[src/rtl/dino_pkg.sv]
// Shared types and widths for the dino player slice.
// State encoding, datapath widths and obstacle position width.
package dino_pkg;

  typedef enum logic [1:0] {
    S_IDLE = 2'd0,
    S_RUN  = 2'd1,
    S_AIR  = 2'd2,
    S_DEAD = 2'd3
  } state_t;

  localparam int HEIGHT_W = 8;
  localparam int VEL_W    = 6;
  localparam int SCORE_W  = 16;
  localparam int POS_TOP  = 10;

  function automatic int pos_w(input int conv);
    return POS_TOP - conv;
  endfunction

endpackage

[src/rtl/dino_player_if.sv]
// Game-side bundle between input source, player and renderer.
// master drives tick/button/obstacles, slave is the player.
interface dino_player_if
  import dino_pkg::*;
#(
  parameter int CONV = 0
);

  logic                game_tick;
  logic                button_up;
  logic [9:CONV]       obstacle1_pos;
  logic [9:CONV]       obstacle2_pos;
  logic [HEIGHT_W-1:0] player_height;
  logic                airborne;
  logic                crash;
  logic [SCORE_W-1:0]  score;

  modport master (
    output game_tick,
    output button_up,
    output obstacle1_pos,
    output obstacle2_pos,
    input  player_height,
    input  airborne,
    input  crash,
    input  score
  );

  modport slave (
    input  game_tick,
    input  button_up,
    input  obstacle1_pos,
    input  obstacle2_pos,
    output player_height,
    output airborne,
    output crash,
    output score
  );

endinterface

[src/rtl/dino_jump_physics.sv]
// Vertical jump integrator: height/velocity with fixed gravity.
// o_landed flags that the next step would reach the ground.
module dino_jump_physics
  import dino_pkg::*;
#(
  parameter int JUMP_V = 8
) (
  input  logic                clk,
  input  logic                rst_n,
  input  logic                i_tick,
  input  logic                i_launch,
  input  logic                i_freeze,
  input  logic                i_clear,
  output logic [HEIGHT_W-1:0] o_height,
  output logic                o_landed
);

  localparam int SUM_W = HEIGHT_W + 2;

  logic        [HEIGHT_W-1:0] r_height;
  logic signed [VEL_W-1:0]    r_vel;
  logic signed [SUM_W-1:0]    w_sum;
  logic signed [SUM_W-1:0]    w_vel_x;

  assign w_vel_x = {{(SUM_W-VEL_W){r_vel[VEL_W-1]}}, r_vel};
  assign w_sum   = $signed({2'b00, r_height}) + w_vel_x;

  // sum <= 0 (signed) means touchdown this step
  assign o_landed = w_sum[SUM_W-1] | (w_sum == '0);
  assign o_height = r_height;

  always_ff @(posedge clk or negedge rst_n) begin
    if (!rst_n) begin
      r_height <= '0;
      r_vel    <= '0;
    end else if (i_clear) begin
      r_height <= '0;
      r_vel    <= '0;
    end else if (!i_freeze) begin
      if (i_launch) begin
        r_height <= '0;
        r_vel    <= VEL_W'(JUMP_V);
      end else if (i_tick) begin
        if (o_landed) begin
          r_height <= '0;
          r_vel    <= '0;
        end else begin
          r_height <= w_sum[HEIGHT_W-1:0];
          r_vel    <= r_vel - VEL_W'(1);
        end
      end
    end
  end

endmodule

[src/rtl/dino_player.sv]
// Player FSM: start/jump/death sequencing, collision and score.
// Everything advances on game_tick except collision and restart.
module dino_player
  import dino_pkg::*;
#(
  parameter int CONV            = 0,
  parameter int PLAYER_OFFSET   = 6,
  parameter int PLAYER_WIDTH    = 4,
  parameter int OBSTACLE_HEIGHT = 10,
  parameter int JUMP_V          = 8
) (
  input logic          clk,
  input logic          rst_n,
  dino_player_if.slave bus
);

  localparam logic [10:0] X_LO = 11'(PLAYER_OFFSET);
  localparam logic [10:0] X_HI =
    11'(PLAYER_OFFSET + PLAYER_WIDTH);
  localparam logic [8:0]  H_OB = 9'(OBSTACLE_HEIGHT);

  state_t              r_state;
  logic                r_btn_q;
  logic [SCORE_W-1:0]  r_score;
  logic                r_airborne;
  logic                r_crash;

  logic                w_rise;
  logic                w_live;
  logic                w_low;
  logic [10:0]         w_o1;
  logic [10:0]         w_o2;
  logic                w_hit1;
  logic                w_hit2;
  logic                w_hit;
  logic                w_launch;
  logic                w_step;
  logic                w_freeze;
  logic                w_clear;
  logic                w_landed;
  logic [HEIGHT_W-1:0] w_height;
  logic [SCORE_W-1:0]  w_score_inc;

  assign w_rise = bus.button_up & ~r_btn_q;
  assign w_live = (r_state == S_RUN) | (r_state == S_AIR);

  // 11-bit compares so offset+width can never wrap
  assign w_o1   = 11'(bus.obstacle1_pos);
  assign w_o2   = 11'(bus.obstacle2_pos);
  assign w_low  = {1'b0, w_height} < H_OB;
  assign w_hit1 = (w_o1 != '0) & (w_o1 >= X_LO) &
                  (w_o1 < X_HI) & w_low;
  assign w_hit2 = (w_o2 != '0) & (w_o2 >= X_LO) &
                  (w_o2 < X_HI) & w_low;
  assign w_hit  = w_live & (w_hit1 | w_hit2);

  assign w_launch = (r_state == S_RUN) & bus.game_tick &
                    bus.button_up;
  assign w_step   = (r_state == S_AIR) & bus.game_tick;
  assign w_freeze = w_hit | ~w_live;
  assign w_clear  = w_rise &
                    ((r_state == S_DEAD) | (r_state == S_IDLE));

  assign w_score_inc = r_score + SCORE_W'(r_score != '1);

  dino_jump_physics #(
    .JUMP_V (JUMP_V)
  ) u_phys (
    .clk      (clk),
    .rst_n    (rst_n),
    .i_tick   (w_step),
    .i_launch (w_launch),
    .i_freeze (w_freeze),
    .i_clear  (w_clear),
    .o_height (w_height),
    .o_landed (w_landed)
  );

  always_ff @(posedge clk or negedge rst_n) begin
    if (!rst_n) begin
      r_state    <= S_IDLE;
      r_btn_q    <= 1'b0;
      r_score    <= '0;
      r_airborne <= 1'b0;
      r_crash    <= 1'b0;
    end else begin
      r_btn_q <= bus.button_up;
      unique case (r_state)
        S_IDLE: begin
          if (w_rise) begin
            r_state <= S_RUN;
            r_score <= '0;
          end
        end
        S_RUN: begin
          if (w_hit) begin
            r_state <= S_DEAD;
            r_crash <= 1'b1;
          end else if (bus.game_tick) begin
            r_score <= w_score_inc;
            if (bus.button_up) begin
              r_state    <= S_AIR;
              r_airborne <= 1'b1;
            end
          end
        end
        S_AIR: begin
          if (w_hit) begin
            r_state    <= S_DEAD;
            r_airborne <= 1'b0;
            r_crash    <= 1'b1;
          end else if (bus.game_tick) begin
            r_score <= w_score_inc;
            if (w_landed) begin
              r_state    <= S_RUN;
              r_airborne <= 1'b0;
            end
          end
        end
        S_DEAD: begin
          if (w_rise) begin
            r_state <= S_RUN;
            r_score <= '0;
            r_crash <= 1'b0;
          end
        end
        default: r_state <= S_IDLE;
      endcase
    end
  end

  assign bus.player_height = w_height;
  assign bus.airborne      = r_airborne;
  assign bus.crash         = r_crash;
  assign bus.score         = r_score;

endmodule

[src/flat_wrapper.sv]
// flat-port wrapper written by rule: the top's interface ports become plain ports
module dino_player_flat import dino_pkg::*;
#(
  parameter int CONV            = 0,
  parameter int PLAYER_OFFSET   = 6,
  parameter int PLAYER_WIDTH    = 4,
  parameter int OBSTACLE_HEIGHT = 10,
  parameter int JUMP_V          = 8
)
  (clk, rst_n, bus_game_tick, bus_button_up, bus_obstacle1_pos, bus_obstacle2_pos, bus_player_height, bus_airborne, bus_crash, bus_score);
  dino_player_if #(.CONV(CONV)) bus_i ();
  input logic clk;
  input logic rst_n;
  input wire logic [$bits(bus_i.game_tick)-1:0] bus_game_tick;
  input wire logic [$bits(bus_i.button_up)-1:0] bus_button_up;
  input wire logic [$bits(bus_i.obstacle1_pos)-1:0] bus_obstacle1_pos;
  input wire logic [$bits(bus_i.obstacle2_pos)-1:0] bus_obstacle2_pos;
  output wire logic [$bits(bus_i.player_height)-1:0] bus_player_height;
  output wire logic [$bits(bus_i.airborne)-1:0] bus_airborne;
  output wire logic [$bits(bus_i.crash)-1:0] bus_crash;
  output wire logic [$bits(bus_i.score)-1:0] bus_score;
  assign bus_i.game_tick = bus_game_tick;
  assign bus_i.button_up = bus_button_up;
  assign bus_i.obstacle1_pos = bus_obstacle1_pos;
  assign bus_i.obstacle2_pos = bus_obstacle2_pos;
  assign bus_player_height = bus_i.player_height;
  assign bus_airborne = bus_i.airborne;
  assign bus_crash = bus_i.crash;
  assign bus_score = bus_i.score;
  dino_player #(.CONV(CONV), .PLAYER_OFFSET(PLAYER_OFFSET), .PLAYER_WIDTH(PLAYER_WIDTH), .OBSTACLE_HEIGHT(OBSTACLE_HEIGHT), .JUMP_V(JUMP_V)) u_core (.clk(clk), .rst_n(rst_n), .bus(bus_i));
endmodule
[config.mk]
export PLATFORM = sky130hd
export DESIGN_NAME = dino_player_flat
export DESIGN_NICKNAME = d
export VERILOG_FILES = /design/src/rtl/dino_pkg.sv /design/src/rtl/dino_player_if.sv /design/src/rtl/dino_jump_physics.sv /design/src/rtl/dino_player.sv /design/src/flat_wrapper.sv
export SDC_FILE = /design/constraint.sdc
export NUM_CORES = 1
export LEC_CHECK = 0
export CAP_MARGIN = 30
export CORE_ASPECT_RATIO = 0.6
export CORE_MARGIN = 4
export CORE_UTILIZATION = 56
export DETAILED_ROUTE_END_ITERATION = 10
export GPL_ROUTABILITY_DRIVEN = 0
export GPL_TIMING_DRIVEN = 0
export PLACE_DENSITY_LB_ADDON = 0.3
export SLEW_MARGIN = 10
export SYNTH_ARGS = -nofsm -noshare
export SYNTH_HDL_FRONTEND = slang
export SYNTH_HIERARCHICAL = 1
export SYNTH_SLANG_ARGS = --single-unit
[constraint.sdc]
create_clock -name clk -period 4.8 [get_ports clk]
set_clock_uncertainty 0.1 [all_clocks]
set_input_delay 1.2 -clock clk [delete_from_list [all_inputs] [get_ports clk]]
set_output_delay 1.2 -clock clk [all_outputs]
set_load 0.05 [all_outputs]
Yosys cells after proc, flatten, opt, wreduce, memory -nomap -nowiden
Cells that the tools add are included.

Add/sub/neg operators: 3. Order comparisons: 5. Eq/ne operators: 17. Multiplexer cells: 32. Bitwise operators: 19. Reductions and logical operators: 14.

Operators by type and width (count): 16-bit 2-to-1 mux (3); 8-bit 2-to-1 mux (5); 16-bit case mux with 2 select lines (1); 6-bit 2-to-1 mux (5); 11-bit nonzero test (2); 10-bit by 3-bit greater-or-equal comparator with 1-bit output, second input constant (2); 10-bit by 4-bit < comparator with 1-bit output, second input constant (2); 16-bit by 1-bit adder with 16-bit output (1); 16-bit != test, second input constant (1); 2-bit 2-to-1 mux (7); 1-bit AND (12); 3-bit by 2-bit != test with 1-bit output, second input constant (4); 9-bit by 6-bit adder with 10-bit output (1); 10-bit logical NOT (1); 2-bit by 1-bit != test with 1-bit output, second input constant (5); 8-bit by 4-bit < comparator with 1-bit output, second input constant (1); 1-bit 2-to-1 mux (8); 2-bit != test, second input constant (4); 2-bit case mux with 3 select lines (1); 3-bit AND reduction (2); 6-bit AND reduction (1); 6-bit by 2-bit subtractor with 6-bit output, second input constant (1); 1-bit OR (5); 5-bit AND reduction (1); 9 further kinds (14).

Register bits: 35. Input port bits: 24. Output and inout port bits: 26. Word-level logic and storage cells: 97.

Depth between registers and ports, before layout
Word-level depth: 9. Depth in mapped cells: 13. Mapped depth without buffers: 13.

By module
The synthesis kept the hierarchy.

Modules (own cells, without submodules): dino_player (times used 1, cells an instance 156, area an instance 1416.4 sq um); dino_jump_physics (times used 1, cells an instance 123, area an instance 1161.1 sq um).

Worst setup path after synthesis
Ideal clock, no wire load.

Kind: register to register. Start point: register u_core.u_phys.r_height[0] (netlist: u_core/u_phys/o_height[0]). End point: register u_core.r_state[0]. Arrival time: 3063 ps. Setup slack: 1511 ps. Stages on the path, launching flop included: 13. Path buffers: 0. Clock period less this slack: 3289 ps. Path through: dfrtp_1 -> ha_1 -> fa_1 -> xor2_1 -> nor4_2 -> o2111ai_1 -> nor4_4 -> and2_1 -> nand2b_1 -> nand2_1 -> a22oi_1 -> nand2_1 -> a221o_1.

Elaborated cells between the ends (all ways): 16.

RTL lines: start: declaration (RTL line dino_jump_physics.sv:20) `logic [HEIGHT_W-1:0] r_height;`; start signal: assignment (RTL line dino_jump_physics.sv:48) `r_height <= w_sum[HEIGHT_W-1:0];`; 9-bit by 6-bit adder with 10-bit output * (RTL line dino_jump_physics.sv:26) `assign w_sum = $signed({2'b00, r_height}) + w_vel_x;`; 10-bit logical NOT (RTL line dino_jump_physics.sv:29) `assign o_landed = w_sum[SUM_W-1] | (w_sum == '0);`; 1-bit OR * (RTL line dino_jump_physics.sv:29); via u_core.w_landed (RTL line dino_player.sv:40) `logic w_landed;`; 3-bit by 2-bit != test with 1-bit output (no line) *; 5-bit AND reduction (no line) *; end signal: assignment (RTL line dino_player.sv:81) `r_state <= S_IDLE;`; end signal: assignment (RTL line dino_player.sv:91) `r_state <= S_RUN;`; end signal: assignment (RTL line dino_player.sv:97) `r_state <= S_DEAD;`; end: declaration (RTL line dino_player.sv:22) `state_t r_state;`.

Mark *: on every way through the listed nets, which the timed path passes. The rest lies on a longest branch. A chain may end at the register's enable or synchronous reset.

Worst setup path in the final report
Start point: input port bus_obstacle1_pos[4]. End point: register u_core.u_phys.r_height[3] (netlist: u_core/u_phys/o_height[3]).

Longest elaborated chain between the ends: 9. Elaborated cells between the ends (all ways): 11.

RTL lines: start: declaration (RTL line flat_wrapper.sv:16) `input wire logic [$bits(bus_i.obstacle1_pos)-1:0] bus_obstacle1_pos;`; 10-bit by 3-bit greater-or-equal comparator with 1-bit output / 11-bit nonzero test (equally long branches) (RTL line dino_player.sv:51) `assign w_hit1 = (w_o1 != '0) & (w_o1 >= X_LO) &`; 1-bit AND (RTL line dino_player.sv:51); 1-bit AND * (RTL line dino_player.sv:51); 1-bit AND * (RTL line dino_player.sv:52) `(w_o1 < X_HI) & w_low;`; 1-bit OR * (RTL line dino_player.sv:55) `assign w_hit = w_live & (w_hit1 | w_hit2);`; 1-bit AND * (RTL line dino_player.sv:55); 1-bit OR * (RTL line dino_player.sv:60) `assign w_freeze = w_hit | ~w_live;`; via u_core.w_freeze (RTL line dino_player.sv:38) `logic w_freeze;`; 2-bit by 1-bit != test with 1-bit output (no line) *; 2-bit AND reduction (no line) *.

Marks and branches as above.

==> results.yml <==
flow_run:
  timing.max_cap.violations: 0
logic_synthesis:
  synth_top_area_share_pct: 34.0
  synth_common_cells: "35 x dfrtp_1, 30 x nand2_1, 20 x a21oi_1, 16 x ha_1, 16 x inv_1"
  yosysWarningCount: 6
  synth_flop_cell: "dfrtp_1"
  synth_area_leaders: "dfrtp_1 34%, ha_1 7.8%, nand2_1 4.4%"
  synth_area_um2: 2580
  ys_types: 66
  ys_seq_area_share_pct: 34.0
  ys_ff_latch: 35
  synth_most_common_cell: "dfrtp_1"
  syn_nets: 320
  avgSynthCellArea_um2: 9.24
  synth-edff-count: 0
  synth_cells: 279
  async_flop_share_pct: 100
  synth_top_area_cell: "dfrtp_1"
pwr:
  netSwitchingFraction_pct: 48.3
  pwr-share-comb_pct: 58.1
  p_leak_nw: 1.43
  p_int_mw: 0.880
  ir_worst_vdd_uv: 439
  power_density_nw_per_um2: 526
  pwr-share-seq_pct: 25.9
  power.switching_mw: 0.820
  pwr-share-clk_pct: 16.0
routing:
  ant_nets: 0
  drc: 0
  drtIter0Drc: 290
  wl_per_cell_um: 18.8
  drt_wl_total_um: 7400
  via_per_inst: 6.39
  first_pass_iters: 5
  vias: 2519
placed_design:
  port_buffers: 47
  dpl.hpwl_um: 5450
clocking:
  clock_path_buffers: 2
  clkSlewWorstSetupHoldPaths_ns: 0.08
  post_cts_buffers: 0
  htree_levels: 2
  clock_latency_ns: 0.29
  cts-hold-fix-buffers: 0
  root_buffer: "clkbuf_8"
  post_cts_resized: 0
  tritoncts: "built"
  numCtsBuffers: 5
  cts.sinks: 35
floorplanning:
  fp.dieH_um: 60.6
  core.rowCount: 18
  core-area_um2: 4280
  io_pins: 50
  die-width_um: 95.6
  die_area_um2: 5790
  start_util_pct: 60.2
worst_setup_path:
  reg2regPathDepth: 12
  path_depth: 11
  cp.required_ns: 4.89
  cp_max_fo: 10
  cp_slowest_stage_delay_ns: 0.44
  slowest_stage: "clkbuf_1"
  cp.buffers_inverters: 3
  crit_chain: "clkdlybuf4s50_1 > nor4_2 > o211ai_2 > a21boi_2 > buf_4 > nand2b_1 > o21bai_1 > nor2b_1 > clkbuf_1 > nand2_1 > o31ai_1"
  critPathCaptureType: "register"
  worstSetupPathType: "in -> reg"
  start_kind: "input port"
  path_delay_family: "buffers and inverters"
  cp.arrival_ns: 4.01
hold_path:
  hold_class: "reg -> reg"
  min_path_cells: 2
global_routing:
  grt_use_total_pct: 27.3
  grt_remaining_overflow: 0
  grt_start_max_net_pins: 36
  first_global_vias: 2408
  grt_antenna_before_repair: 0
  grt_first_pass_wirelength_um: 12000
timing:
  fmax_mhz: 255
  rsz0062_at_grt: "false"
  finalMaxSlewViolations: 0
  tns_ns: 0
  period_needed_ns: 3.92
  finalHoldViolations: 0
  tightestPinTransition_ns: 0.829
  finalCritPeriodShare_pct: 81.7
  slew_headroom_pct: 44.8
  setup_violations: 0
cells_and_area:
  n_antenna_cell: 0
  drive_gt1_share_pct: 9.58
  syn2layout_area_growth_pct: 25.3
  fin_nets: 374
  finalCoreUtilization_pct: 75.5
run_status:
  status: "finished, final reports clean"
-- kinds of logic after synthesis --
family | after synthesis | synth area share (%)
compound gates | 81 | 23.2
flops | 35 | 34.0
fa+ha+maj | 17 | 8.54
mux | 6 | 2.57
xor+xnor | 5 | 1.70
buf+inv | 26 | 4.32
simple gates | 109 | 25.7
-- worst register-to-register path, delay by kind of cell (launching register included) --
family / cells / cell delay, ns
AOI/OAI and AO/OA: 3 / 0.70
and+or+nand+nor: 6 / 1.28
adders and majority gates: 2 / 0.67
xor gates and xnor gates: 1 / 0.19
DFF: 1 / 0.41
-- path summary, 6_finish.rpt --
path / startpoint / to / slack, ns
setup / recovery: bus_obstacle1_pos[4] / u_core/u_phys/o_height[3] / 0.88
hold / removal: u_core/r_state[1] / u_core/r_state[1] / 0.47
setup reg to reg: u_core/u_phys/o_height[0] / u_core/r_state[0] / 1.32
hold reg to reg: u_core/r_state[1] / u_core/r_state[1] / 0.47
max in group asynchronous: rst_n / u_core/bus.score[0] / 3.17
min in group asynchronous: rst_n / u_core/bus.score[9] / 0.89
-- registers in the layout, summed over array words and instances, names as in the netlist --
signal,cells
u_core/r_btn_q,1
u_core/u_phys/o_height,8
u_core/u_phys/r_vel,6
u_core/r_state,2
u_core/bus.score,16
u_core/bus.crash,1
u_core/bus.airborne,1
-- power by group through the flow --
stage,logic (mW),clock network [mW],registers [mW]
final,0.988,0.271,0.441
after global routing,1.07,0.283,0.453
after CTS,0.971,0.272,0.440
after detailed placement,0.953,0,0.445
after global placement,0.928,0,0.440
after floorplan,0.574,0,0.557
-- placed cells by master (no fill, tap or decap), types with 2 or more instances in the layout --
cell type	n
a21o_1	3
a21oi_1	20
a221oi_1	2
a22o_1	4
a22oi_1	2
and2_1	6
and3_1	5
and3b_1	3
buf_2	3
clkbuf_1	5
clkbuf_8	5
clkdlybuf4s50_1	46
dfrtp_1	35
ha_1	16
inv_1	16
mux2i_1	4
nand2_1	30
nand2b_1	8
nand3_1	6
nand3b_1	2
nand4_1	5
nor2_1	11
nor3_1	2
nor3b_1	3
nor4_1	2
nor4_2	3
o2111ai_1	2
o211ai_2	3
o21a_1	2
o21ai_0	7
o21ai_1	3
o22ai_1	3
o31ai_1	15
or3_1	3
or4_1	10
xnor2_1	2
xor2_1	3
-- through the flow --
step | power [mW] | std cells | cell area, µm² | hold slack [ns] | setup slack, ns
finish | 1.70 | 394 | 3230 | 0.468 | 0.880
global route | 1.81 | 394 | 3230 | 0.493 | 0.635
CTS | 1.68 | 394 | 3230 | 0.464 | 0.918
detailed placement | 1.40 | 386 | 3120 | 0.446 | 0.634
global placement | 1.37 | 386 | 3120 | 0.411 | 0.669
floorplan | 1.13 | 279 | 2580 | 0.386 | 1.51
-- cell type report --
| type | instances | area [µm²] |
|---|---|---|
| buffer | 10 | 51.3 |
| clock buffer | 5 | 68.8 |
| clock inverter | 3 | 43.8 |
| fill | 309 | 1050 |
| inverter | 16 | 60.1 |
| multi-input combinational | 218 | 1590 |
| sequential | 35 | 876 |
| tap | 60 | 75.1 |
| timing repair buffer | 47 | 465 |
-- metal layers --
| metal | vias to the layer above | track usage (%) | share of wire (%) |
|---|---|---|---|
| met1 | 1204 | 41.2 | 46 |
| met2 | 148 | 40.1 | 42 |
| met5 | - | 0 | 0 |
| li1 | 1155 | - | - |
| met4 | 0 | 5.47 | 0.85 |
| met3 | 12 | 6.32 | 11 |
No activity file was read; power rests on OpenSTA's default activity.
